File: config.mk
export PLATFORM = sky130hd
export DESIGN_NAME = alu_issue_queue
export DESIGN_NICKNAME = d
export VERILOG_FILES = /design/src/rtl/alu_issue_queue.sv
export SDC_FILE = /design/constraint.sdc
export NUM_CORES = 1
export LEC_CHECK = 0
export CORE_MARGIN = 1
export CORE_UTILIZATION = 50
export CTS_BUF_LIST = sky130_fd_sc_hd__clkbuf_4 sky130_fd_sc_hd__clkbuf_8
export DETAILED_ROUTE_END_ITERATION = 6
export HOLD_SLACK_MARGIN = 0.15
export MAX_ROUTING_LAYER = met4
export PLACE_DENSITY_LB_ADDON = 0.08
export SLEW_MARGIN = 15
export SYNTH_ARGS = -nofsm -noshare
export SYNTH_HDL_FRONTEND = slang
export SYNTH_SLANG_ARGS = --single-unit
export TNS_END_PERCENT = 20
File: constraint.sdc
create_clock -name clk -period 8.05 [get_ports clk]
set_input_delay 1.2075 -clock clk [delete_from_list [all_inputs] [get_ports clk]]
set_output_delay 1.2075 -clock clk [all_outputs]
set_load 0.02 [all_outputs]
File: src/rtl/alu_issue_queue.sv
// rtl/alu_issue_queue.sv - request FIFO and one-at-a-time issue sequencer for the multi-cycle ALU
//
// Buffers tagged ALU requests in a DEPTH-entry circular FIFO, issues them in order to the ALU,
// waits for each result and presents it with its tag on a ready/valid result port.
//
// Optional feature macro: ALU_ISSUE_TIMEOUT_EN (WAIT-state watchdog, limit TIMEOUT cycles).
//
// Ports:
//   clk, rst                 clock, synchronous active-high reset
//   req_valid/req_ready      request handshake; req_a, req_b, req_op, req_tag request payload
//   alu_a, alu_b, alu_op     operands/opcode to the ALU, taken from the FIFO head
//   alu_valid_i              one-cycle issue strobe to the ALU
//   alu_z, alu_valid_o       ALU result and its level-held valid
//   res_valid/res_ready      result handshake; res_z, res_tag, res_err result payload
//   count                    FIFO occupancy
//   busy                     FSM not idle or FIFO not empty
module alu_issue_queue #(
  parameter int DEPTH   = 4,
  parameter int TAG_W   = 4,
  parameter int TIMEOUT = 15
) (
  input  logic                       clk,
  input  logic                       rst,
  input  logic                       req_valid,
  output logic                       req_ready,
  input  logic [63:0]                req_a,
  input  logic [63:0]                req_b,
  input  logic [3:0]                 req_op,
  input  logic [TAG_W-1:0]           req_tag,
  output logic [63:0]                alu_a,
  output logic [63:0]                alu_b,
  output logic [3:0]                 alu_op,
  output logic                       alu_valid_i,
  input  logic [63:0]                alu_z,
  input  logic                       alu_valid_o,
  output logic                       res_valid,
  input  logic                       res_ready,
  output logic [63:0]                res_z,
  output logic [TAG_W-1:0]           res_tag,
  output logic                       res_err,
  output logic [$clog2(DEPTH):0]     count,
  output logic                       busy
);

  localparam int PW = $clog2(DEPTH);
  localparam int CW = PW + 1;

  typedef enum logic [1:0] {S_IDLE, S_WAIT, S_HOLD} state_t;

  state_t            state, state_n;
  logic [63:0]       a_mem   [DEPTH];
  logic [63:0]       b_mem   [DEPTH];
  logic [3:0]        op_mem  [DEPTH];
  logic [TAG_W-1:0]  tag_mem [DEPTH];
  logic [PW-1:0]     wr_ptr, rd_ptr;
  logic [CW-1:0]     count_q;
  logic [TAG_W-1:0]  inflight_tag;
  logic [63:0]       res_z_q;
  logic [TAG_W-1:0]  res_tag_q;
  logic              push, issue, take;

  assign req_ready = !rst && (count_q != CW'(DEPTH));
  assign push      = req_valid && req_ready;

  assign alu_a  = a_mem[rd_ptr];
  assign alu_b  = b_mem[rd_ptr];
  assign alu_op = op_mem[rd_ptr];
  // Gated by rst so a reset landing in an issuing cycle never starts the ALU.
  assign alu_valid_i = issue && !rst;

`ifdef ALU_ISSUE_TIMEOUT_EN
  localparam int TW = $clog2(TIMEOUT + 1);
  logic [TW-1:0] wait_cnt;
  logic          expire;
  logic          res_err_q;
`endif

  always_comb begin
    state_n = state;
    issue   = 1'b0;
    take    = 1'b0;
`ifdef ALU_ISSUE_TIMEOUT_EN
    expire  = 1'b0;
`endif
    unique case (state)
      S_IDLE: begin
        if (count_q != '0) begin
          issue   = 1'b1;
          state_n = S_WAIT;
        end
      end
      S_WAIT: begin
        // A result in the same cycle as the limit wins over the timeout.
        if (alu_valid_o) begin
          take    = 1'b1;
          state_n = S_HOLD;
        end
`ifdef ALU_ISSUE_TIMEOUT_EN
        else if (wait_cnt == TW'(TIMEOUT)) begin
          expire  = 1'b1;
          state_n = S_HOLD;
        end
`endif
      end
      S_HOLD: begin
        // Back-to-back: the handshake cycle also issues the next head entry.
        if (res_ready) begin
          if (count_q != '0) begin
            issue   = 1'b1;
            state_n = S_WAIT;
          end else begin
            state_n = S_IDLE;
          end
        end
      end
      default: state_n = S_IDLE;
    endcase
  end

  always_ff @(posedge clk) begin
    if (rst) begin
      state        <= S_IDLE;
      wr_ptr       <= '0;
      rd_ptr       <= '0;
      count_q      <= '0;
      inflight_tag <= '0;
      res_z_q      <= '0;
      res_tag_q    <= '0;
    end else begin
      state <= state_n;
      if (push) begin
        a_mem[wr_ptr]   <= req_a;
        b_mem[wr_ptr]   <= req_b;
        op_mem[wr_ptr]  <= req_op;
        tag_mem[wr_ptr] <= req_tag;
        wr_ptr          <= wr_ptr + PW'(1);
      end
      if (issue) begin
        rd_ptr       <= rd_ptr + PW'(1);
        inflight_tag <= tag_mem[rd_ptr];
      end
      case ({push, issue})
        2'b10:   count_q <= count_q + CW'(1);
        2'b01:   count_q <= count_q - CW'(1);
        default: count_q <= count_q;
      endcase
      if (take) begin
        res_z_q   <= alu_z;
        res_tag_q <= inflight_tag;
      end
`ifdef ALU_ISSUE_TIMEOUT_EN
      if (expire) begin
        res_z_q   <= '0;
        res_tag_q <= inflight_tag;
      end
`endif
    end
  end

`ifdef ALU_ISSUE_TIMEOUT_EN
  // Cleared on every issue (the only way into WAIT), so it counts cycles spent in WAIT.
  always_ff @(posedge clk) begin
    if (rst || issue) begin
      wait_cnt <= '0;
    end else if (state == S_WAIT) begin
      wait_cnt <= wait_cnt + TW'(1);
    end
  end

  always_ff @(posedge clk) begin
    if (rst) begin
      res_err_q <= 1'b0;
    end else if (take) begin
      res_err_q <= 1'b0;
    end else if (expire) begin
      res_err_q <= 1'b1;
    end
  end

  assign res_err = res_err_q;
`else
  // TIMEOUT only matters with the watchdog; this always evaluates to 0.
  assign res_err = (TIMEOUT < 0);
`endif

  assign res_valid = (state == S_HOLD);
  assign res_z     = res_z_q;
  assign res_tag   = res_tag_q;
  assign count     = count_q;
  assign busy      = (state != S_IDLE) || (count_q != '0);

endmodule
==> results.toml <==
[layout]
syn2layout_area_growth_pct = 29.2
fin_cells = 2235
nets = 1763
drive_above_1_share_pct = 20.0
mostFrequentLayoutCell = "edfxtp_1"
layout_common_cells = "edfxtp_1 (544), clkdlybuf4s50_1 (410), nand2_1 (142)"

[sta]
grt_setup_unrepaired = "no"
fmax_mhz = 201
worst_slew_pin_slew_ns = 1.10
post-route-period-util_pct = 61.9
relSlewSlack_pct = 26.9
finalHoldViolCount = 0
finalSetupViolCount = 0
slew_viol_final = 0
min_period_ns = 4.99
finalSetupTns_ns = 0
fin_skew_ns = 0.0288

[placed_design]
io_buffer_count = 411
placed_cells = 2044
gp_congestion = 0.880
dp_hpwl_um = 29700

[global_routing]
grt_pass1_wl_um = 72600
first_global_vias = 12100
antenna_found_initial = 10
track_usage_pct = 21.7
grt_overflow = 0
grt_max_degree = 114

[route]
wl_per_cell_um = 21.5
viasPerCell = 5.23
dr.pass1.iters = 4
via_count = 11700
antenna_left = 0
drc = 0
wirelength_um = 48100
drt_iter0_markers = 836

[clock_tree]
postCtsSetupRepairBufs = 0
htreeDepth = 3
numCtsBuffers = 98
cts_root_buffer = "clkbuf_8"
cts_resized = 0
cts_tree = "yes"
clkTransAtPathRegs_ns = 0.06
postCtsHoldBufs = 0
insertion_delay_ns = 0.69
ctsLongestPathBuffers = 3
cts.sinks = 627

[worst_setup_path]
start_kind = "register"
required_ns = 6.84
end_kind = "output pin"
crit_path_max_fanout = 72
path_class = "reg2out"
arrival_ns = 3.78

[pwr]
peakVddDrop_uv = 178
power_per_cell_area_nw_per_um2 = 290
p_leak_nw = 9.38

[synthesis]
ys_seq_area_share_pct = 79.3
syn_area_sq_um = 22700
synthCells = 1085
ys_warn_count = 0
synth_top_area_cell = "edfxtp_1"
synth_cell_type_count = 36
synth_top_area_share_pct = 72.0
avgSynthCellArea_sq_um = 20.9
synth-seq-cells = 627
yosys-top-cells-area = "edfxtp_1 (72%), mux4_2 (14%), dfxtp_1 (7.3%), nand2_1 (2.3%), a21oi_1 (1.6%)"
syn_nets = 1296

[die]
initial_core_util_pct = 51.0
core-area_sq_um = 44500
io_pins = 413
die_h_um = 215
num_rows = 77
die_w_um = 215
die_area_sq_um = 46200

[flow_run]
cap_violations = 0

[worst_hold_path]
holdCritPathClass = "reg2reg"

[outcome]
status = "completed"
==> synth_stat cells, drive strengths merged <==
cell type,count
and3b,1
mux2,2
or3,1
nor2b,3
a21oi,74
nor3,2
or4,1
buf,39
nor3b,2
nand3b,1
nor4b,1
nand2b,1
nor2,6
clkbuf,18
edfxtp,544
a211oi,1
o31ai,1
fa,1
xnor2,1
mux4,136
conb,1
dfxtp,83
xor2,1
ha,5
and2,4
inv,5
mux2i,2
o2bb2ai,4
o21ai,1
nand2,142
nor4,1
==> path summary, 6_finish.rpt <==
path | startpoint | endpoint | cells after the start | slack, ns
setup reg to reg | count[0]$_SDFFE_PP0P_ | a_mem[0][45]$_DFFE_PP_ | 4 | 4.99
hold / removal | res_tag[0]$_SDFFE_PP0P_ | res_tag[0]$_SDFFE_PP0P_ | 2 | 0.45
setup / recovery | register | alu_a[27] | 3 | 3.06
hold reg to reg | res_tag[0]$_SDFFE_PP0P_ | res_tag[0]$_SDFFE_PP0P_ | 2 | 0.45
==> per-layer routing <==
| metal | global-route usage (%) | vias up | share of wire [%] |
|---|---|---|---|
| met4 | 6.31 | 0 | 1.7 |
| met2 | 32.7 | 347 | 48 |
| met1 | 27.9 | 5967 | 42 |
| met5 | - | - | 0 |
| met3 | 7.56 | 63 | 8.1 |
| li1 | - | 5310 | - |
==> flip-flops by register name, indices dropped and copies added (netlist names), named ones only <==
register and flops:
res_z 64, tag_mem 16, wr_ptr 2, count 3, a_mem 256, state 2
inflight_tag 4, rd_ptr 2, b_mem 256, op_mem 16, res_tag 4
==> cell type report <==
class / count / area (sq um)
sequential: 627 / 18000
fill: 3052 / 15200
multi-input combinational: 396 / 4340
timing repair buffer: 424 / 4220
clock buffer: 147 / 1730
tap: 592 / 741
clock inverter: 31 / 218
antenna: 13 / 32.5
inverter: 5 / 18.8
==> critical path, cell delays in order, from the launching register on <==
cell and delay, ns:
dfxtp_4 0.92, buf_4 0.94, mux4_2 0.38, clkdlybuf4s50_1 0.69
==> power by group <==
group	total (mW)	internal, mW	switching, mW
registers	3.91	3.78	0.126
logic	1.96	0.956	1.01
clock network	2.62	1.44	1.17
==> kinds of logic after synthesis <==
kind of cell	Yosys count	share of synthesized area [%]
buffers and inverters	62	1.56
DFF	627	79.3
and+or+nand+nor	166	3.07
AOI/OAI and AO/OA	81	1.88
muxes	140	13.7
other	1	0.0165
xor gates and xnor gates	2	0.0772
adders and majority gates	6	0.364
==> metrics by stage <==
stage                     setup slack (ns)  hold WS [ns]  instance area [sq um]  utilization (%)  total power, mW
after floorplan                       2.65         0.432                  22700                -             5.11
after global placement                3.70         0.442                  27300             61.4             5.95
after detailed placement              3.70         0.446                  27300             61.4             5.97
after CTS                             2.95         0.453                  29300             65.8             8.60
after global routing                  2.89         0.473                  29300             65.8             8.85
final                                 3.06         0.451                  29300             65.8             8.49
Power figures use the tool's default switching activity.
